### src/rtl/traffic_sensor_conditioner.sv
// Vehicle detector front end: sync, two-edge debounce, presence hold,
// arrival pulses and saturating counts for roads A and B.
module tsc_channel #(
  parameter int unsigned DEB_CYCLES  = 4,
  parameter int unsigned HOLD_CYCLES = 8,
  parameter int unsigned CNT_W       = 8
) (
  input  logic             clk_i,
  input  logic             rst_ni,
  input  logic             raw_i,
  input  logic             clr_i,
  output logic             t_o,
  output logic             arrive_o,
  output logic [CNT_W-1:0] cnt_o
);

  typedef enum logic [2:0] {
    IDLE,
    QUAL_ON,
    PRESENT,
    QUAL_OFF,
    HOLD
  } state_e;

  localparam logic [3:0] DEB_MAX = 4'(DEB_CYCLES);
  localparam logic [7:0] HOLD_INIT = 8'(HOLD_CYCLES);
  localparam logic [CNT_W-1:0] CNT_MAX = '1;

  logic             s1_q;
  logic             s2_q;
  state_e           state_q;
  logic [3:0]       deb_q;
  logic [7:0]       hold_q;
  logic             t_q;
  logic             arr_q;
  logic [CNT_W-1:0] cnt_q;
  logic [CNT_W-1:0] cnt_d;
  logic             accept;

  assign accept = (state_q == QUAL_ON) && s2_q
                  && (deb_q == DEB_MAX);

  // a clear never swallows an arrival on the same edge
  always_comb begin
    cnt_d = cnt_q;
    if (clr_i) begin
      cnt_d = accept ? CNT_W'(1) : '0;
    end else if (accept && (cnt_q != CNT_MAX)) begin
      cnt_d = cnt_q + 1'b1;
    end
  end

  always_ff @(posedge clk_i or negedge rst_ni) begin
    if (!rst_ni) begin
      s1_q    <= 1'b0;
      s2_q    <= 1'b0;
      state_q <= IDLE;
      deb_q   <= '0;
      hold_q  <= '0;
      t_q     <= 1'b0;
      arr_q   <= 1'b0;
      cnt_q   <= '0;
    end else begin
      s1_q  <= raw_i;
      s2_q  <= s1_q;
      arr_q <= 1'b0;
      cnt_q <= cnt_d;
      unique case (state_q)
        IDLE: begin
          if (s2_q) begin
            state_q <= QUAL_ON;
            deb_q   <= 4'd1;
          end
        end
        QUAL_ON: begin
          if (!s2_q) begin
            state_q <= IDLE;
            t_q     <= 1'b0;
          end else if (deb_q == DEB_MAX) begin
            state_q <= PRESENT;
            t_q     <= 1'b1;
            arr_q   <= 1'b1;
          end else begin
            deb_q <= deb_q + 4'd1;
          end
        end
        PRESENT: begin
          if (!s2_q) begin
            state_q <= QUAL_OFF;
            deb_q   <= 4'd1;
          end
        end
        QUAL_OFF: begin
          if (s2_q) begin
            state_q <= PRESENT;
          end else if (deb_q == DEB_MAX) begin
            state_q <= HOLD;
            hold_q  <= HOLD_INIT;
          end else begin
            deb_q <= deb_q + 4'd1;
          end
        end
        HOLD: begin
          if (s2_q) begin
            state_q <= QUAL_ON;
            deb_q   <= 4'd1;
          end else if (hold_q == 8'd1) begin
            state_q <= IDLE;
            t_q     <= 1'b0;
          end else begin
            hold_q <= hold_q - 8'd1;
          end
        end
        default: state_q <= IDLE;
      endcase
    end
  end

  assign t_o      = t_q;
  assign arrive_o = arr_q;
  assign cnt_o    = cnt_q;

endmodule

module traffic_sensor_conditioner #(
  parameter int unsigned DEB_CYCLES  = 4,
  parameter int unsigned HOLD_CYCLES = 8,
  parameter int unsigned CNT_W       = 8
) (
  input  logic             clk,
  input  logic             reset,
  input  logic             det_a_raw,
  input  logic             det_b_raw,
  input  logic             cnt_clr,
  output logic             Ta,
  output logic             Tb,
  output logic             arrive_a,
  output logic             arrive_b,
  output logic [CNT_W-1:0] cnt_a,
  output logic [CNT_W-1:0] cnt_b
);

  tsc_channel #(
    .DEB_CYCLES (DEB_CYCLES),
    .HOLD_CYCLES(HOLD_CYCLES),
    .CNT_W      (CNT_W)
  ) u_a (
    .clk_i   (clk),
    .rst_ni  (reset),
    .raw_i   (det_a_raw),
    .clr_i   (cnt_clr),
    .t_o     (Ta),
    .arrive_o(arrive_a),
    .cnt_o   (cnt_a)
  );

  tsc_channel #(
    .DEB_CYCLES (DEB_CYCLES),
    .HOLD_CYCLES(HOLD_CYCLES),
    .CNT_W      (CNT_W)
  ) u_b (
    .clk_i   (clk),
    .rst_ni  (reset),
    .raw_i   (det_b_raw),
    .clr_i   (cnt_clr),
    .t_o     (Tb),
    .arrive_o(arrive_b),
    .cnt_o   (cnt_b)
  );

endmodule

### config.mk
export PLATFORM = sky130hd
export DESIGN_NAME = traffic_sensor_conditioner
export DESIGN_NICKNAME = d
export VERILOG_FILES = /design/src/rtl/traffic_sensor_conditioner.sv
export SDC_FILE = /design/constraint.sdc
export NUM_CORES = 1
export LEC_CHECK = 0
export CAP_MARGIN = 20
export CORE_MARGIN = 4
export CORE_UTILIZATION = 50
export DETAILED_ROUTE_END_ITERATION = 16
export MAX_ROUTING_LAYER = met4
export PLACE_DENSITY = 0.71
export SYNTH_ARGS = -nofsm -noshare
export SYNTH_HDL_FRONTEND = slang
export SYNTH_SLANG_ARGS = --single-unit
### constraint.sdc
create_clock -name clk -period 2.3 [get_ports clk]
set_input_delay 0.23 -clock clk [delete_from_list [all_inputs] [get_ports clk]]
set_output_delay 0.23 -clock clk [all_outputs]
set_load 0.005 [all_outputs]
# After elaboration in Yosys (flattened, before gate mapping)
# Cells that the tools add are included.
[word_totals]
latchBits = 0
word_cells = 148
mem_bits_rw = 0
memories = 0
mem_bits_ro = 0
output_inout_bits = 20
ff_bits = 54
inputBits = 5
[op_classes]
div = 0
bitwise_logic = 0
n_mul = 0
magnitude_cmp = 0
shifts = 0
n_eq_ne = 38
add_sub_neg = 6
n_reduce_logical = 26
muxes = 62
[ops]
columns = ["cell", "count"]
rows = [
  ["$mux 8", 12],
  ["$mux 3", 16],
  ["$mux 4", 10],
  ["$pmux 4 s4", 2],
  ["$pmux 8 s2", 2],
  ["$pmux 3 s5", 2],
  ["$reduce_and 5->1", 6],
  ["$ne 2x1->1 const B", 10],
  ["$add 8x1->8 const B", 2],
  ["$eq 8x1->1 const B", 2],
  ["$mux 1", 16],
  ["$ne 2x2->1 const B", 8],
  ["$ne 8x8->1 const B", 2],
  ["$sub 8x1->8 const B", 2],
  ["$eq 3x2->1 const B", 4],
  ["$ne 3x1->1 const B", 4],
  ["$reduce_bool 2->1", 6],
  ["$add 4x1->4 const B", 2],
  ["$eq 4x3->1 const B", 2],
  ["$reduce_and 4->1", 2],
  ["$reduce_bool 4->1", 2],
  ["$eq 3x1->1 const B", 2],
  ["$eq 3x3->1 const B", 2],
  ["$logic_and 1x1->1", 6],
  ["other kinds (4)", 8],
]

# Longest topological paths before layout
# Gate-level depths: netlist of the first run.
[logic_depth]
word_depth = 6
ltp_mapped = 8
mapped_depth_nobuf = 7

# By module
# From an unflattened synthesis of the first run, not the netlist that was laid out.
[unflattened]
hier_cells = 303
hier_area_um2 = 3067.9
[by_module_without_submodules]
columns = ["module", "area_each_um2", "cells_each", "seq_area_each_um2", "instances"]
rows = [
  ["tsc_channel (u_a)", 1551.5, 151, 675.6, 1],
  ["tsc_channel (u_b)", 1516.5, 152, 675.6, 1],
]

# Least setup slack after synthesis of the first run
# OpenSTA, ideal clock, no wires.
[synth_path]
path_type = "register to register"
from = "register u_a.cnt_q[0] (netlist: u_a.cnt_o[0])"
to = "register u_a.cnt_q[5] (netlist: u_a.cnt_o[5])"
n_path_buf = 1
setup_time_ps = 125
t_arrival_ps = 1745
path_stages_with_launch = 7
t_required_ps = 2175
period_less_slack_ps = 1870
path_slack_ps = 430
path_cell_list = "dfrtp_1 ha_1 and2_1 and4_1 clkbuf_1 nor4_1 mux2_2"
[synth_via]
elab_chain_cells = 3
elab_cells_between_ends = 6
classes_between = "1 x add/sub; 1 x eq/ne; 2 x mux; 2 x reduce/logical"
[synth_rtl]
columns = ["item", "line_no", "text"]
rows = [
  ["start: declaration", "36", "logic [CNT_W-1:0] cnt_q;"],
  ["start signal: assignment", "67", "cnt_q <= cnt_d;"],
  ["$add 8x1->8 / $ne 8x8->1 (equally long branches)", "49, 48", ""],
  ["$mux 8 / $logic_and 1x1->1 (equally long branches)", "48", "end else if (accept && (cnt_q != CNT_MAX)) begin"],
  ["$mux 8 / $reduce_bool 2->1 (equally long branches)", "-", ""],
]
# Parallel ways exist; a longest one is shown, timed or not. The select of a mux whose other input is x is not followed.
# A chain may end at the register's enable or synchronous reset.

# Worst setup path after layout of the first run
[layout_path]
from = "register u_b.hold_q[1]"
to = "register u_b.hold_q[3]"
[layout_via]
elab_chain_cells = 4
elab_cells_between_ends = 7
classes_between = "1 x add/sub; 2 x eq/ne; 3 x mux; 1 x reduce/logical"
[layout_rtl]
columns = ["item", "line_no", "text"]
rows = [
  ["start: declaration", "33", "logic [7:0] hold_q;"],
  ["start signal: assignment", "111", "hold_q <= hold_q - 8'd1;"],
  ["$sub 8x1->8", "111", ""],
  ["$mux 8", "107", "end else if (hold_q == 8'd1) begin"],
  ["$mux 8", "104", "if (s2_q) begin"],
  ["$pmux 8 s2", "68", "unique case (state_q)"],
]
# Parallel ways exist; a longest one is shown, timed or not. The select of a mux whose other input is x is not followed.

==> run summary, run 1 <==
CP Class: reg2reg
worst-path cell chain: inv_1 > ha_1 > nor4b_1 > a2111o_1 > nand2_1 > o32a_1
Synth area leader: dfrtp_1
Placement Rows: 27
Final Max Slew Viols: 0
Pwr per Cell Area: 752.1 nW/um^2
Top Family by Delay on Critical Path: simple AND/OR/NAND/NOR gates
RSZ-0062 raised after global routing: no
CP max FO: 10
Yosys warnings: 0
Slowest-stage cell, CP: nor4b_1
FMAX: 490.0 MHz
number of synthesized flops with an enable pin: 0
pin count of the biggest net entering global routing: 31
Root Buffer: clkbuf_8
layout cells sized above 1: 6.369%
Final #Nets: 329
die area: 6967 um^2
Die H: 83.47 um
1st-pass router iterations: 4
Buffers on Ports: 24
Max Cap Viol: 0
drt total wl: 5600 um
Cell variety after synth: 56
vias in the first global route: 2195
total clock sinks: 54
initial drt markers: 126
Worst Max-Slew Pin Slew: 658.5 ps
DRT met1 WL: 2718 um
Worst VDD drop: 0.3508 mV
number of synthesized register bits: 54
startpoint types: register
Resize count post-CTS: 0
setup TNS: 0 ps
most frequent cell after synthesis: dfrtp_1
Mapped Cells: 289
Power, Total: 0.002440 W
core area: 5507 um^2
Mean Syn Cell Area: 9.854 um^2
Worst Path Required: 2480 ps
min-delay worst type: reg2reg
CTS tree: built
syn nets: 304
Die Wd: 83.47 um
Synth top cells by count: dfrtp_1, nand2_1, inv_1, nand3_1, a21oi_1
Residual DRC: 0
total grt overflow: 0
clock tree buffer depth: 2
vias per inst: 5.876
status: finished clean
antenna diode count: 0
H-Tree Level Count: 2
DR vias: 2268
Synth area leaders: dfrtp_1, ha_1, nand3_1
Initial Util: 51.72%
Hold Fails Final Rpt: 0
Synth top area share: 47.45%
Most used DFF post-synth: dfrtp_1
sequential-to-total area share from yosys stat: 47.45%
Routed met3 length: 164 um
GRT Total Usage: 17.47%
first-pass GRT wire length: 9970 um
initial antenna violation count: 0
CP Buf/Inv Count: 1
r2r setup slk: 260 ps
number of CTS-inserted buffers: 5
WL/cell: 14.51 um
Critical Path End Type: register
fin crit period: 2041 ps
antenna viol nets, final: 0
post-DP HPWL: 4041 um
Top-Level Pins: 25
clock transition at the registers of the reported paths: 90 ps
asr flop ratio synth: 100.0%
final period utilization: 88.73%
final setup violating endpoints: 0
leakage power: 1.379 nW
DR top layer: met4
Synth Cell Area: 2848 um^2
Skew-Pair Late Insertion Delay: 290 ps
Fin Clk Skew: 5.655 ps
met2 WL post-DR: 2682 um
RD Place Congestion: 0.8001
Largest stage delay, worst path: 500 ps
Area Growth Syn to Fin: 13.93%
arrival time at the worst endpoint: 2220 ps
Rel. slew slack: 56.02%
-- layout by cell type (no fill, tap or decap), types with 4 or more instances in the layout --
cell type	netlist	layout
clkbuf_8	0	5
nor2b_1	5	5
nand4_1	4	4
and2_1	4	4
o211ai_1	4	4
a21oi_1	19	19
ha_1	10	10
mux2i_1	5	5
nor3_1	5	5
nor2_1	9	9
o21ai_0	14	14
nand2_1	22	22
or3_1	12	12
nand3_1	20	20
o31ai_1	4	4
inv_1	20	20
dfrtp_1	54	54
nor4_1	4	4
nor3b_1	4	4
clkdlybuf4s50_1	0	23
a31oi_1	5	5
nand2b_1	5	5
-- through the flow --
| stage | setup slack (ps) | hold WS, ps | instances | util (%) | cell area (um^2) |
|---|---|---|---|---|---|
| 2_1_floorplan | 429.9 | -65.59 | 289 | - | 2848 |
| 3_3_place_gp | 360.9 | 273.5 | 378 | 57.35 | 3158 |
| 3_5_place_dp | 253.7 | 276.0 | 378 | 57.35 | 3158 |
| 4_1_cts | 237.4 | 358.8 | 386 | 58.92 | 3244 |
| 5_1_grt | 42.38 | 346.4 | 386 | 58.92 | 3244 |
| 6_report | 259.1 | 360.7 | 386 | 58.92 | 3244 |
-- worst paths after layout --
check / startpoint / to / depth (start not counted)
max in group asynchronous: reset / u_a.state_q[1] / 3
setup reg to reg: u_b.hold_q[1] / u_b.hold_q[3] / 6
setup / recovery: u_b.hold_q[1] / u_b.hold_q[3] / 6
hold / removal: u_a.s1_q / u_a.s2_q / 0
hold reg to reg: u_a.s1_q / u_a.s2_q / 0
min in group asynchronous: reset / u_b.hold_q[0] / 2
-- power by group --
group          switching [W]  leakage (nW)  total (W)  internal (W)
sequential          0.000177         0.727    0.00127       0.00109
clock               0.000277        0.0383   0.000487      0.000210
combinational       0.000366         0.613   0.000684      0.000318
-- cell type report --
class	count	area [um^2]
tap	72	90.09
multi-input combinational	205	1371
inverter	20	75.07
sequential	54	1351
clock buffer	7	76.32
timing repair buffer	28	280.3
fill	480	2262
-- metal layers --
metal | global-route usage, % | up-vias
li1 | - | 1111
met1 | 24.02 | 1109
met2 | 27.26 | 44
met3 | 3.455 | 4
met4 | 3.509 | 0
met5 | - | -
-- state kept, by name, indices dropped and copies added (netlist names) --
signal        flops
u_a.cnt_o         8
u_a.hold_q        8
u_b.cnt_o         8
u_b.hold_q        8
u_a.deb_q         4
u_b.deb_q         4
u_a.state_q       3
u_b.state_q       3
u_a.arrive_o      1
u_a.s1_q          1
u_a.s2_q          1
u_a.t_o           1
u_b.arrive_o      1
u_b.s1_q          1
u_b.s2_q          1
u_b.t_o           1
-- logic make-up (layout without fill, tap and decap cells) --
kind of cell | count (synthesis) | after routing | synth area share, %
AO/OA/AOI/OAI | 70 | 70 | 17.00
XOR/XNOR | 4 | 4 | 1.230
adder cells (fa/ha/maj) | 10 | 10 | 4.394
buffers and inverters | 30 | 55 | 4.394
flip-flops | 54 | 54 | 47.45
multiplexers | 6 | 6 | 2.153
AND/OR/NAND/NOR | 115 | 115 | 23.37
-- what timing repair did --
action | CTS | global route
buffers inserted | 0 | 0
hold endpoints to repair | 24 | 0
hold buffers | 1 | 0
(Power assumes the default switching activity.)
==> inputs of run 2 (changes only) <==
--- a/config.mk
+++ b/config.mk
@@ -10,7 +10,8 @@
 export CORE_UTILIZATION = 50
 export DETAILED_ROUTE_END_ITERATION = 16
 export MAX_ROUTING_LAYER = met4
-export PLACE_DENSITY = 0.71
+export PLACE_DENSITY = 0.7
 export SYNTH_ARGS = -nofsm -noshare
 export SYNTH_HDL_FRONTEND = slang
+export SYNTH_HIERARCHICAL = 1
 export SYNTH_SLANG_ARGS = --single-unit
==> run 2 against run 1 <==
  * Total power increased by 9.8%
  * Non-clock buffer count increased by 1
  * First-iteration DRC count increased by 48%
  * Setup slack got worse by 55 ps
  * Die area increased by 7.0%
  * Critical path type unchanged
  * Critical endpoint is now u_a/cnt_o[6]
  * Largest power group unchanged
==> run summary, run 2 <==
status: finished clean
Initial Util: 51.82%
fin util: 57.99%
GRT Total Usage: 18.04%
Mean Syn Cell Area: 10.13 um^2
most frequent cells in the layout: dfrtp_1, clkdlybuf4s50_1, nand2_1, a21oi_1, nor2_1
Mapped Cells: 303
vias in the first global route: 2258
xor/xnor share of the synthesized area: 1.713%
Cell variety after synth: 68
1st-pass router iterations: 4
Residual DRC: 0
Fin Clk Skew: 9.984 ps
switch share: 35.14%
Yosys warnings: 6
Most used DFF post-synth: dfrtp_1
DR vias: 2362
final setup violating endpoints: 0
# Post-CTS Setup Buffers: 0
CP max FO: 14
syn nets: 318
Hold Fails Final Rpt: 0
FMAX: 477.2 MHz
total clock sinks: 54
Worst Path Required: 2530 ps
final period utilization: 91.12%
post-DP HPWL: 4232 um
hold_buf cts: 0
Synth area leader: dfrtp_1
drt total wl: 6010 um
Top-Level Pins: 25
Max Cap Viol: 0
Pint: 0.001737 W
Synth top cells by count: dfrtp_1, a21oi_1, nand2_1
Rel. slew slack: 55.69%
die area: 7453 um^2
post-synthesis mux area share: 3.140%
vias per inst: 5.890
Power, Total: 0.002678 W
largest family of logic cells by synthesized area: simple AND/OR/NAND/NOR gates
simple-gate share of the synthesized area: 26.18%
initial antenna violation count: 0
Die H: 86.33 um
clock transition at the registers of the reported paths: 100 ps
antenna diode count: 0
core area: 5921 um^2
number of synthesized register bits: 54
CTS tree: built
Buffers on Ports: 24
Synth Area in Compound Gates: 16.03%
number of synthesized flops with an enable pin: 0
antenna viol nets, final: 0
Die Wd: 86.33 um
arrival time at the worst endpoint: 2330 ps
setup TNS: 0 ps
pin count of the biggest net entering global routing: 55
RSZ-0062 raised after global routing: no
clock tree buffer depth: 2
r2r setup slk: 200 ps
layout cells sized above 1: 10.74%
RD Place Congestion: 0.7790
Skew-Pair Late Insertion Delay: 310 ps
Synth Area in Adders: 4.078%
Reg power frac: 50.0%
Final #Nets: 342
combinational share of power: 30.2%
Area Growth Syn to Fin: 11.91%
min-delay worst type: in2async
Synth Cell Area: 3068 um^2
CP Class: reg2reg
sequential-to-total area share from yosys stat: 44.05%
Synth area leaders: dfrtp_1, ha_1, a21oi_1
first-pass GRT wire length: 10610 um
startpoint types: register
Root Buffer: clkbuf_8
Placement Rows: 28
number of CTS-inserted buffers: 5
Worst VDD drop: 0.3546 mV
asr flop ratio synth: 100.0%
Clk network pwr share: 19.8%
total grt overflow: 0
most common cell after layout, fill and taps aside: dfrtp_1
reg2reg start: u_a/deb_q[0]
Critical Path End Type: register
Worst Max-Slew Pin Slew: 664.6 ps
leakage power: 1.443 nW
initial drt markers: 187
fin crit period: 2096 ps
Synth top area share: 44.05%
most frequent cell after synthesis: dfrtp_1
worst reg-to-reg path cell count: 6
Final Max Slew Viols: 0
Resize count post-CTS: 0
H-Tree Level Count: 2
Switching Power: 0.0009412 W
WL/cell: 14.99 um
FF-to-FF End: u_a/cnt_o[6]
Pwr per Cell Area: 780.1 nW/um^2
run 2: cell type report:
| cell class | instances | area, um^2 |
|---|---|---|
| Fill cell | 533 | 2487 |
| Timing Repair Buffer | 29 | 272.8 |
| Sequential cell | 54 | 1351 |
| Clock buffer | 6 | 82.58 |
| Tap cell | 75 | 93.84 |
| Multi-Input combinational cell | 220 | 1569 |
| Inverter | 17 | 63.81 |
run 2: cell families (layout without fill, tap and decap cells):
family	Yosys count	count (layout)
compound gates	71	71
xor+xnor	6	6
fa+ha+maj	10	10
buf+inv	29	52
flops	54	54
mux	9	9
simple gates	124	124
run 2: worst max path at each step:
stage / startpoint / end / slack (ps) / cells past startpoint
6_report: u_a/deb_q[0] / u_a/cnt_o[6] / 200 / 6
5_1_grt: u_a/deb_q[1] / u_a/cnt_o[3] / 80 / 6
4_1_cts: u_a/deb_q[0] / u_a/cnt_o[6] / 210 / 6
3_5_place_dp: u_a/deb_q[0] / u_a/cnt_o[6] / 240 / 6
3_3_place_gp: u_a/deb_q[0] / u_a/cnt_o[5] / 290 / 6
2_1_floorplan: u_a/deb_q[0] / u_a/cnt_o[5] / 440 / 7
run 2: stage by stage:
stage          area [um^2]  hold WS (ps)  cells  setup WS (ps)
6_report              3433         40.79    401          204.4
5_1_grt               3433         96.82    401          81.87
3_3_place_gp          3351         332.2    395          286.4
3_5_place_dp          3351         336.3    395          242.0
4_1_cts               3433         62.81    401          215.0
2_1_floorplan         3068        -65.59    303          438.9
run 2: per-layer routing:
layer / wire [um] / GRT usage (%) / part of all wire [%] / up-vias
met5: 0 / - / 0 / -
met4: 69 / 6.091 / 1.1 / 0
met3: 171 / 3.137 / 2.8 / 5
met2: 2715 / 26.63 / 45 / 49
met1: 3053 / 25.21 / 51 / 1140
li1: - / - / - / 1168
run 2: power groups by stage:
stage               Sequential (W)  Combinational (W)  Clock [W]
detailed placement         0.00136           0.000809          0
global placement           0.00134           0.000791          0
floorplan                  0.00125           0.000702          0
CTS                        0.00134           0.000814   0.000552
global route               0.00137           0.000912   0.000584
finish                     0.00134           0.000809   0.000530
run 2: critical path, cell delays in order, from the launching register on:
cell and delay [ps]:
dfrtp_1 420, inv_1 80, ha_1 160, and3b_2 250
nand4bb_2 340, or4_1 620, a21oi_1 160
==> inputs of run 3 (changes only) <==
--- a/config.mk
+++ b/config.mk
@@ -6,7 +6,7 @@
 export NUM_CORES = 1
 export LEC_CHECK = 0
 export CAP_MARGIN = 20
-export CORE_MARGIN = 4
+export CORE_MARGIN = 5
 export CORE_UTILIZATION = 50
 export DETAILED_ROUTE_END_ITERATION = 16
 export MAX_ROUTING_LAYER = met4
==> run 3 against run 2 <==
  * Setup slack improved by 11 ps
  * Combinational power rose by 0.9%
  * Hold slack better by 310 ps
  * Register-to-register slack about the same
  * Sequential power about the same
  * Maximum frequency grew 0.53%
  * Routed wire length fell by 0.47%
  * Via count fell by 0.72%
  * First-iteration DRC count decreased by 41%
  * Non-clock buffer count up 2
  * Core utilization rose by 0.10 points
==> run summary, run 3 (synthesis results as in run 2) <==
Placement Rows: 28
drt total wl: 5982 um
startpoint types: register
fin crit period: 2085 ps
arrival time at the worst endpoint: 2280 ps
multi-input logic area: 1569 um^2
Worst Path Required: 2500 ps
status: finished clean
Pwr per Cell Area: 782.4 nW/um^2
Placed Cells incl. Taps: 396
core area: 5956 um^2
Hold Fails Final Rpt: 0
setup TNS: 0 ps
RSZ-0062 raised after global routing: no
Die H: 88.33 um
number of CTS-inserted buffers: 5
Top-Level Pins: 25
Final #Nets: 344
Power, Total: 0.002707 W
initial antenna violation count: 0
Die Wd: 88.33 um
Fin Clk Skew: 4.966 ps
# Post-CTS Setup Buffers: 0
Residual DRC: 0
CTS tree: built
antenna viol nets, final: 0
antenna diode count: 0
layout cells sized above 1: 11.21%
total clock sinks: 54
Final Max Slew Viols: 0
Worst Max-Slew Pin Slew: 554.9 ps
Layout fillers: 519
Skew-Pair Late Insertion Delay: 310 ps
Area Growth Syn to Fin: 12.77%
Max Cap Viol: 0
pin count of the biggest net entering global routing: 22
FF+latch area: 1351 um^2
RD Place Congestion: 0.8236
Finished Layout Cells: 405
Root Buffer: clkbuf_8
worst hold margin: 352.8 ps
min-delay worst type: reg2reg
vias in the first global route: 2174
Critical Path End Type: register
final setup violating endpoints: 0
leakage power: 1.457 nW
DR vias: 2345
most frequent cells in the layout: dfrtp_1, clkdlybuf4s50_1, nand2_1, a21oi_1, nor2_1
total grt overflow: 0
hold_buf cts: 1
WL/cell: 14.77 um
CP Class: reg2reg
most common cell after layout, fill and taps aside: dfrtp_1
die area: 7802 um^2
first-pass GRT wire length: 10320 um
initial drt markers: 110
1st-pass router iterations: 6
final period utilization: 90.63%
GRT Total Usage: 17.26%
clock tree buffer depth: 2
clock transition at the registers of the reported paths: 90 ps
H-Tree Level Count: 2
vias per inst: 5.790
Resize count post-CTS: 0
Worst VDD drop: 0.3694 mV
CP max FO: 14
Rel. slew slack: 62.97%
post-DP HPWL: 4342 um
Initial Util: 51.51%
FMAX: 479.7 MHz
Buffers on Ports: 24
## run 3: cell types whose count changed in the layout (fill, tap and decap cells not counted)
cell	delta
dlygate4sd3_1	+1
buf_4	+1
clkinv_2	+1
clkbuf_1	+1
## run 3: metal layers
layer | track usage (%) | part of all wire, %
met4 | 5.632 | 0.85
met2 | 25.97 | 47
met3 | 3.073 | 2.8
met5 | - | 0
met1 | 23.69 | 50
## run 3: layout make-up
class | count | area share, %
clock buffers | 7 | 2.495
clock inverters | 1 | 0.1447
well taps | 75 | 2.712
inverters | 17 | 1.844
repair buffers | 31 | 8.391
multi-input cells | 220 | 45.35
flip-flops and latches | 54 | 39.06
## run 3: critical path, cell delays in order (launching register included)
cell,delay (ps)
dfrtp_1,430
inv_1,80
ha_1,150
and3b_2,240
nand4bb_2,340
nor4_2,400
mux2_1,340
## run 3: path summary, 6_finish.rpt
check,start,endpoint,slack [ps],depth (start not counted)
max,u_a/deb_q[0],u_a/cnt_o[5],220,6
min,u_a/s1_q,u_a/s2_q,350,0
max reg2reg,u_a/deb_q[0],u_a/cnt_o[5],220,6
min reg2reg,u_a/s1_q,u_a/s2_q,350,0
max in group asynchronous,reset,u_b/cnt_o[5],1320,3
min in group asynchronous,reset,u_b/hold_q[2],360,2
## run 3: power by group
group          switching (W)  total, W  internal, W
clock               0.000311  0.000555     0.000244
sequential          0.000233   0.00134      0.00110
combinational       0.000409  0.000816     0.000407
## run 3: through the flow
step | setup slack, ps | instance area, um^2 | utilization [%]
after floorplan | 438.9 | 3068 | -
after global placement | 283.7 | 3358 | 56.39
after detailed placement | 214.3 | 3358 | 56.39
after CTS | 200.7 | 3460 | 58.09
after global routing | 89.43 | 3460 | 58.09
final | 215.5 | 3460 | 58.09
